[config.mk]
export PLATFORM = sky130hd
export DESIGN_NAME = adc_fifo_burst_reader
export DESIGN_NICKNAME = d
export VERILOG_FILES = /design/src/rtl/adc_fifo_burst_reader.sv
export SDC_FILE = /design/constraint.sdc
export NUM_CORES = 1
export LEC_CHECK = 0
export BUFFER_PORTS_ARGS = -buffer_cell sky130_fd_sc_hd__buf_2
export CAP_MARGIN = 10
export CORE_MARGIN = 2
export CORE_UTILIZATION = 56
export DETAILED_ROUTE_END_ITERATION = 7
export GPL_TIMING_DRIVEN = 0
export PLACE_DENSITY_LB_ADDON = 0.15
export SLEW_MARGIN = 20
export SYNTH_ARGS = -nofsm -noshare
export SYNTH_HDL_FRONTEND = slang
export SYNTH_SLANG_ARGS = --single-unit
[constraint.sdc]
create_clock -name adc_fifo_clk_rd -period 3.45 [get_ports adc_fifo_clk_rd]
set_input_delay 0.8625 -clock adc_fifo_clk_rd [delete_from_list [all_inputs] [get_ports adc_fifo_clk_rd]]
set_output_delay 0.8625 -clock adc_fifo_clk_rd [all_outputs]
set_load 0.01 [all_outputs]
[src/rtl/adc_fifo_burst_reader.sv]
// Read-side consumer of the ADC input FIFO: drains fixed-length bursts through a
// 4-deep skid buffer and presents them as a framed valid/ready stream.
module adc_fifo_burst_reader #(
    parameter int DATA_W        = 64,
    parameter int BURST_LEN     = 256,
    parameter int CNT_W         = 9,
    parameter int STALL_TIMEOUT = 1024
) (
    input  logic              adc_fifo_clk_rd,
    input  logic              rst_n,
    input  logic              fifo_rd_rdy,
    input  logic              fifo_rd_empty,
    input  logic [DATA_W-1:0] fifo_q,
    output logic              fifo_rd_req,
    output logic [DATA_W-1:0] pci_data,
    output logic              pci_valid,
    input  logic              pci_ready,
    output logic              pci_sop,
    output logic              pci_eop,
    output logic              burst_active,
    output logic              burst_done,
    output logic              burst_abort,
    output logic              err_timeout,
    input  logic              clr_err
);

    localparam int ST_W = (STALL_TIMEOUT > 2) ? $clog2(STALL_TIMEOUT) : 1;
    localparam logic [CNT_W-1:0] LP_BURST      = CNT_W'(BURST_LEN);
    localparam logic [CNT_W-1:0] LP_LAST       = CNT_W'(BURST_LEN - 1);
    localparam logic [ST_W-1:0]  LP_STALL_LAST = ST_W'(STALL_TIMEOUT - 1);

    typedef enum logic [1:0] {
        S_IDLE,
        S_BURST,
        S_DRAIN,
        S_ABORT
    } state_t;

    state_t            r_state;
    state_t            w_next;
    logic              r_rdy_d;
    logic              r_rd_fired;
    logic [CNT_W-1:0]  r_issued_cnt;
    logic [CNT_W-1:0]  r_out_cnt;
    logic [ST_W-1:0]   r_stall_cnt;
    logic [DATA_W-1:0] r_buf [0:3];
    logic [1:0]        r_wr_ptr;
    logic [1:0]        r_rd_ptr;
    logic [2:0]        r_occ;
    logic              r_done;
    logic              r_abort;
    logic              r_err;

    logic              w_more;
    logic              w_valid;
    logic              w_pop;
    logic              w_drained;
    logic              w_set_err;
    logic [2:0]        w_occ_sum;

    assign w_more    = (r_issued_cnt < LP_BURST);
    assign w_occ_sum = r_occ + {2'b00, r_rd_fired};
    assign w_valid   = (r_occ != 3'd0);
    assign w_pop     = w_valid && pci_ready;
    assign w_drained = (r_occ == 3'd0) && !r_rd_fired;
    assign w_set_err = (r_state == S_BURST) && (w_next == S_ABORT);

    // Counting the word still in the read pipeline keeps the buffer from overflowing.
    assign fifo_rd_req = (r_state == S_BURST) && !fifo_rd_empty && w_more
                         && (w_occ_sum <= 3'd2);

    assign pci_valid    = w_valid;
    assign pci_data     = w_valid ? r_buf[r_rd_ptr] : '0;
    assign pci_sop      = w_valid && (r_out_cnt == '0);
    assign pci_eop      = w_valid && ((r_out_cnt == LP_LAST)
                          || ((r_state == S_ABORT) && (r_occ == 3'd1) && !r_rd_fired));
    assign burst_active = (r_state == S_BURST) || (r_state == S_DRAIN);
    assign burst_done   = r_done;
    assign burst_abort  = r_abort;
    assign err_timeout  = r_err;

    // NOTE: every variable gets a default before the case so no latch is inferred.
    always_comb begin
        w_next = r_state;
        case (r_state)
            S_IDLE:  if (fifo_rd_rdy && !r_rdy_d) w_next = S_BURST;
            S_BURST: begin
                if (!w_more)
                    w_next = S_DRAIN;
                else if (fifo_rd_empty && (r_stall_cnt == LP_STALL_LAST))
                    w_next = S_ABORT;
            end
            S_DRAIN: if (w_drained) w_next = S_IDLE;
            S_ABORT: if (w_drained) w_next = S_IDLE;
            default: w_next = S_IDLE;
        endcase
    end

    // NOTE: sequential state uses non-blocking assignments only.
    always_ff @(posedge adc_fifo_clk_rd or negedge rst_n) begin
        if (!rst_n) begin
            r_state    <= S_IDLE;
            r_rdy_d    <= 1'b0;
            r_rd_fired <= 1'b0;
            r_done     <= 1'b0;
            r_abort    <= 1'b0;
            r_err      <= 1'b0;
        end else begin
            r_state    <= w_next;
            r_rdy_d    <= fifo_rd_rdy;
            r_rd_fired <= fifo_rd_req;
            r_done     <= (r_state == S_DRAIN) && (w_next == S_IDLE);
            r_abort    <= (r_state == S_ABORT) && (w_next == S_IDLE);
            if (w_set_err)
                r_err <= 1'b1;
            else if (clr_err)
                r_err <= 1'b0;
        end
    end

    always_ff @(posedge adc_fifo_clk_rd or negedge rst_n) begin
        if (!rst_n) begin
            r_issued_cnt <= '0;
            r_out_cnt    <= '0;
            r_stall_cnt  <= '0;
        end else begin
            if (r_state == S_IDLE) begin
                r_issued_cnt <= '0;
                r_out_cnt    <= '0;
            end else begin
                if (fifo_rd_req)
                    r_issued_cnt <= r_issued_cnt + CNT_W'(1);
                if (w_pop)
                    r_out_cnt <= r_out_cnt + CNT_W'(1);
            end
            if ((r_state == S_BURST) && fifo_rd_empty && w_more)
                r_stall_cnt <= r_stall_cnt + ST_W'(1);
            else
                r_stall_cnt <= '0;
        end
    end

    // Buffer bookkeeping; a reset empties it by clearing pointers and occupancy.
    always_ff @(posedge adc_fifo_clk_rd or negedge rst_n) begin
        if (!rst_n) begin
            r_wr_ptr <= 2'd0;
            r_rd_ptr <= 2'd0;
            r_occ    <= 3'd0;
        end else begin
            if (r_rd_fired)
                r_wr_ptr <= r_wr_ptr + 2'd1;
            if (w_pop)
                r_rd_ptr <= r_rd_ptr + 2'd1;
            r_occ <= r_occ + {2'b00, r_rd_fired} - {2'b00, w_pop};
        end
    end

    // NOTE: storage is not reset; the valid gating on pci_data hides stale contents.
    always_ff @(posedge adc_fifo_clk_rd) begin
        if (r_rd_fired)
            r_buf[r_wr_ptr] <= fifo_q;
    end

endmodule

==> flow_metrics.tcl, run 1 <==
set metrics [dict create \
    area_growth_pct 18.3 \
    hpwl_um 13800 \
    rsz0062_at_grt "no" \
    die_h_um 149 \
    io_pins 142 \
    netlist_top_cells_area "edfxtp_1, mux4_2, dfrtp_1, and2_1, ha_1" \
    root_buffer "clkbuf_16" \
    p_leak_uw 0.00505 \
    maxCapViolCount 0 \
    hold_ws_ps 439 \
    cts.clk_slew.worst_paths_ps 60 \
    htreeDepth 1 \
    die_area_um2 22200 \
    r2r_start "r_occ[0]$_DFF_PN0_" \
    final_antenna_net_count 0 \
    grt_pass1_vias 6580 \
    setup-tns-final_ps 0 \
    final_max_slew_viol_count 0 \
    ys_seq_area_frac 0.741 \
    synthFlopType "edfxtp_1" \
    layout-drive-gt1-share 0.348 \
    synthAdderAreaFrac 0.0180 \
    drt-initial-drc-count 290 \
    holdCritStartpoint "fifo_rd_rdy" \
    peakVddDrop_uv 432 \
    gp_congestion 0.799 \
    slew_headroom 0.388 \
    p_per_area_nw_per_um2 789 \
    cp_max_fo 10 \
    drt_first_pass_iters 4 \
    vias_per_cell 5.52 \
    final_util 0.671 \
    yosysMostFrequentCell "edfxtp_1" \
    setup.worst_path.end_class "output port" \
    cts_buffer_depth 3 \
    cts_tree "yes" \
    hp-class "primary input to register" \
    finalWirelength_um 21900 \
    avgSynthCellArea_um2 19.2 \
    ys_ff_latch 298 \
    synth_common_cells "edfxtp_1, and2_1, mux4_2" \
    yosys.area_share.simple 0.0733 \
    cts_buffers 30 \
    insertion_delay_ps 550 \
    setup_viol 0 \
    row_count 53 \
    async_reset_ff_frac 0.141 \
    synth-compound-area-share 0.0158 \
    synth_fp_nets 703 \
    synth_cell_types 45 \
    drc 0 \
    synth_area_um2 11800 \
    start_util 0.567 \
    final_hold_viol_count 0 \
    skew_ps 11.3 \
    vias 6027 \
    grt-ovfl-total 0 \
    cts.sinks 298 \
    wl_per_cell_um 20.1 \
    core_area_um2 20800 \
    rrSetupSlack_ps 1350 \
    die_x_um 149 \
    min_path_cells 1 \
    arrival_ps 2380 \
    post-route-period-util 0.941 \
    synth_top_area_share 0.652 \
    postCtsSetupBuffers 0 \
    status "complete, no violations" \
    r2r_end "r_issued_cnt[5]$_DFFE_PN0P_" \
    io_buffers 141 \
    synth_top_family_by_area "multiplexers" \
    synth_edf_count 256 \
    required_ps 2590 \
    start_kind "register" \
    tightest_slew_ps 918 \
    fmax_mhz 308 \
    synth_xor_area_frac 0.0148 \
    synthMuxAreaShare 0.124 \
    final_nets 879 \
    yosys_warnings 0 \
    grt_max_degree 43 \
    p_total_uw 11000 \
    grt_pass1_wl_um 34600 \
    yosys.area.top_type "edfxtp_1" \
    synth_cells 616 \
    min_to "r_rdy_d$_DFF_PN0_" \
    groute.usage.overall 0.202 \
    r2r_cells 6 \
    antenna_found_initial 3 \
    finalCriticalPeriod_ps 3250 \
    path_class "register to output port" \
]
==> cell families (layout without fill, tap and decap cells) <==
| family | count (synthesis) | after routing |
|---|---|---|
| other cells | 0 | 2 |
| fa+ha+maj | 17 | 17 |
| buf+inv | 38 | 236 |
| mux | 66 | 66 |
| xor+xnor | 20 | 20 |
| simple gates | 152 | 152 |
| flops | 298 | 298 |
| compound gates | 25 | 25 |
==> per-layer routing <==
layer | global-route usage | vias up | wire, µm
met5 | 0 | - | 25
li1 | - | 2757 | -
met3 | 0.0434 | 42 | 1310
met2 | 0.359 | 154 | 11100
met1 | 0.255 | 3070 | 8890
met4 | 0.0543 | 4 | 508
==> state kept, by name, summed over array words and instances (netlist names), 2 cells and up <==
register and count:
r_rd_ptr 2, r_wr_ptr 2, r_state 2, r_out_cnt 9, r_buf 256, r_issued_cnt 9, r_occ 3, r_stall_cnt 10
==> area by class of cell <==
type                       instances  area, µm²
antenna                            2       5.00
buffer                            24        125
clock buffer                      36        773
clock inverter                    18        230
fill                            1427       6860
inverter                          13       48.8
multi-input combinational        280       2910
sequential                       298       8740
tap                              275        344
timing repair buffer             145        786
==> cells in the final DEF, fill, tap and decap left out, drive strengths merged, types with 2 or more instances in the layout <==
cell type / instances
o31ai: 3
nor3b: 2
or2: 4
xor2: 9
o21ai: 5
diode: 2
nand3: 6
nor2b: 4
inv: 12
nand2: 16
dfrtp: 42
or4: 2
nor2: 21
nor4b: 2
xnor2: 11
ha: 17
edfxtp: 256
clkinvlp: 3
a21oi: 7
bufinv: 5
nor3: 3
a31oi: 2
and2: 69
or3: 5
clkbuf: 51
buf: 154
clkinv: 11
mux4: 64
and3: 7
nand4: 8
==> stage by stage <==
stage,area (µm²),cells,setup WS [ps]
final,14000,1091,203
after global routing,14000,1090,83.3
after CTS,13900,1089,0.853
after detailed placement,12900,1036,439
after global placement,12800,1032,-289
after floorplan,11800,616,895
==> critical path: stages, from the launching register on <==
cell	delay [ps]
dfrtp_1	370
clkbuf_4	280
clkbuf_4	320
mux4_2	530
and2_1	190
buf_2	140
==> how the worst max path moves through the flow <==
stage | start | to | cells after the start
2_1_floorplan | r_wr_ptr[0]$_DFFE_PN0P_ | r_buf[0][0]$_DFFE_PP_ | 3
3_3_place_gp | r_wr_ptr[0]$_DFFE_PN0P_ | r_buf[0][40]$_DFFE_PP_ | 3
3_5_place_dp | r_rd_ptr[1]$_DFFE_PN0P_ | pci_data[44] | 5
4_1_cts | r_rd_ptr[0]$_DFFE_PN0P_ | pci_data[33] | 5
5_1_grt | r_rd_ptr[0]$_DFFE_PN0P_ | pci_data[59] | 5
6_report | r_rd_ptr[0]$_DFFE_PN0P_ | pci_data[59] | 5
==> where the power goes <==
group	switching, µW	leakage [µW]	internal, µW
Combinational	1760	0.00170	1630
Sequential	133	0.00287	4220
Clock	1310	0.000476	1970
==> what timing repair did <==
| action | 4_1_cts | 5_1_grt |
|---|---|---|
| pin swaps | 0 | 0 |
| endpoints found under the setup margin | 32 | 19 |
| hold buffers | 0 | 0 |
| gates resized for setup | 7 | 5 |
Power figures use the tool's default switching activity.
==> run 2: changes to the inputs <==
--- a/config.mk
+++ b/config.mk
@@ -11,6 +11,7 @@
 export CORE_UTILIZATION = 56
 export DETAILED_ROUTE_END_ITERATION = 7
 export GPL_TIMING_DRIVEN = 0
+export MAX_ROUTING_LAYER = met4
 export PLACE_DENSITY_LB_ADDON = 0.15
 export SLEW_MARGIN = 20
 export SYNTH_ARGS = -nofsm -noshare
==> flow_metrics.tcl, run 2 (synthesis results as in run 1) <==
set metrics [dict create \
    crit_top_cell "clkbuf_4" \
    crit_family "buffers and inverters" \
    cts.sinks 298 \
    final_nets 879 \
    largest-register "r_buf" \
    cts_tree "yes" \
    antenna_found_initial 3 \
    p_per_area_nw_per_um2 788 \
    maxCapViolCount 0 \
    cts_buffer_depth 3 \
    busiest_layer "met2" \
    io_pins 142 \
    met2_usage 0.358 \
    ctsHoldBuffers 0 \
    mostFrequentLayoutCells "edfxtp_1, buf_2, and2_1" \
    endpoint "pci_data[59]" \
    setup-tns-final_ps 0 \
    largest_reg_flops 256 \
    grt_use_met3 0.0394 \
    globalRouteMet1Util 0.258 \
    cp_num_cells 5 \
    hpwl_um 13800 \
    slowest_delay_ps 530 \
    skew_ps 9.99 \
    row_count 53 \
    fmax_mhz 309 \
    critPathLaunch "r_rd_ptr[0]$_DFFE_PN0P_" \
    grt-ovfl-total 0 \
    path_buf_inv 3 \
    die_x_um 149 \
    final_antenna_net_count 0 \
    cp_max_fo 10 \
    crit_path_top_delay_cell "mux4_2" \
    setup_viol 0 \
    drc 0 \
    finalWirelength_um 21800 \
    regArea_um2 8740 \
    die_h_um 149 \
    finalCriticalPeriod_ps 3240 \
    arrival_ps 2380 \
    tightest_slew_ps 919 \
    grt_pass1_vias 6577 \
    gp_congestion 0.810 \
    start_kind "register" \
    peakVddDrop_uv 432 \
    post-route-period-util 0.939 \
    vias_per_cell 5.49 \
    final_common_cell "edfxtp_1" \
    hp-class "primary input to register" \
    required_ps 2590 \
    start_util 0.567 \
    drt_first_pass_iters 4 \
    layout-drive-gt1-share 0.348 \
    r2r_start "r_occ[0]$_DFF_PN0_" \
    multiInputGateArea_um2 2910 \
    final_util 0.671 \
    slew_headroom 0.387 \
    postCtsSetupBuffers 0 \
    final_max_slew_viol_count 0 \
    core_area_um2 20800 \
    die_area_um2 22200 \
    cts.clk_slew.worst_paths_ps 60 \
    path_class "register to output port" \
    hold_ws_ps 440 \
    cts_buffers 30 \
    status "complete, no violations" \
    groute.usage.overall 0.208 \
    largest_registers "r_buf (256), r_stall_cnt (10)" \
    htreeDepth 1 \
    setup.worst_path.end_class "output port" \
    root_buffer "clkbuf_16" \
    insertion_delay_ps 550 \
    vias 5998 \
    drt-initial-drc-count 268 \
    nFillCells 1428 \
    p_leak_uw 0.00505 \
    final_hold_viol_count 0 \
    io_buffers 141 \
    rrSetupSlack_ps 1350 \
    r2r_end "r_issued_cnt[5]$_DFFE_PN0P_" \
    r2r_cells 6 \
    rsz0062_at_grt "no" \
    wl_per_cell_um 20.0 \
    area_growth_pct 18.4 \
    grt_pass1_wl_um 34500 \
    grt_max_degree 43 \
    cp_cell_sequence "clkbuf_4 -> clkbuf_4 -> mux4_2 -> and2_1 -> buf_2" \
]
[run 2: changes by cell type in the layout (fill, tap and decap cells not counted), sizes merged]
cell   change
diode      +2
[run 2: layout make-up]
class / instances / area share
diodes: 4 / 0.000717
plain buffers: 24 / 0.00896
clock buffers: 36 / 0.0554
clock inverters: 18 / 0.0165
inverters: 13 / 0.00349
multi-input cells: 280 / 0.208
flip-flops and latches: 298 / 0.626
well taps: 275 / 0.0246
repair buffers: 145 / 0.0563
[run 2: power by group]
| part | total [µW] | switching [µW] | internal [µW] |
|---|---|---|---|
| Clock | 3270 | 1300 | 1970 |
| Sequential | 4350 | 132 | 4220 |
| Combinational | 3390 | 1760 | 1630 |
| Total | 11000 | 3190 | 7810 |
[run 2: metrics by stage]
step	total power, µW	area (µm²)	cells	setup WS [ps]
after floorplan	6660	11800	616	895
after global placement	7750	12800	1032	-289
after detailed placement	7860	12900	1036	439
after CTS	11100	13900	1089	0.853
after global routing	11600	14000	1092	83.3
final	11000	14000	1093	209
[run 2: layer usage]
layer,wire [µm],share of wire
met3,1230,0.056
met1,8970,0.41
met4,511,0.023
met2,11100,0.51
met5,0,0
[run 2: worst min-delay path by stage]
stage / from / to / slack (ps) / cells past startpoint
5_1_grt: fifo_rd_rdy / r_rdy_d$_DFF_PN0_ / 420 / 1
4_1_cts: fifo_rd_rdy / r_rdy_d$_DFF_PN0_ / 430 / 1
3_3_place_gp: r_stall_cnt[0]$_DFF_PN0_ / r_stall_cnt[0]$_DFF_PN0_ / 440 / 1
6_report: fifo_rd_rdy / r_rdy_d$_DFF_PN0_ / 440 / 1
3_5_place_dp: r_stall_cnt[0]$_DFF_PN0_ / r_stall_cnt[0]$_DFF_PN0_ / 460 / 1
2_1_floorplan: r_stall_cnt[0]$_DFF_PN0_ / r_stall_cnt[0]$_DFF_PN0_ / 430 / 1
[run 2: timing repair]
action                                  in CTS  in global routing
gates resized for setup                      7                  5
endpoints found under the setup margin      32                 19
endpoints found under the hold margin        0                  0
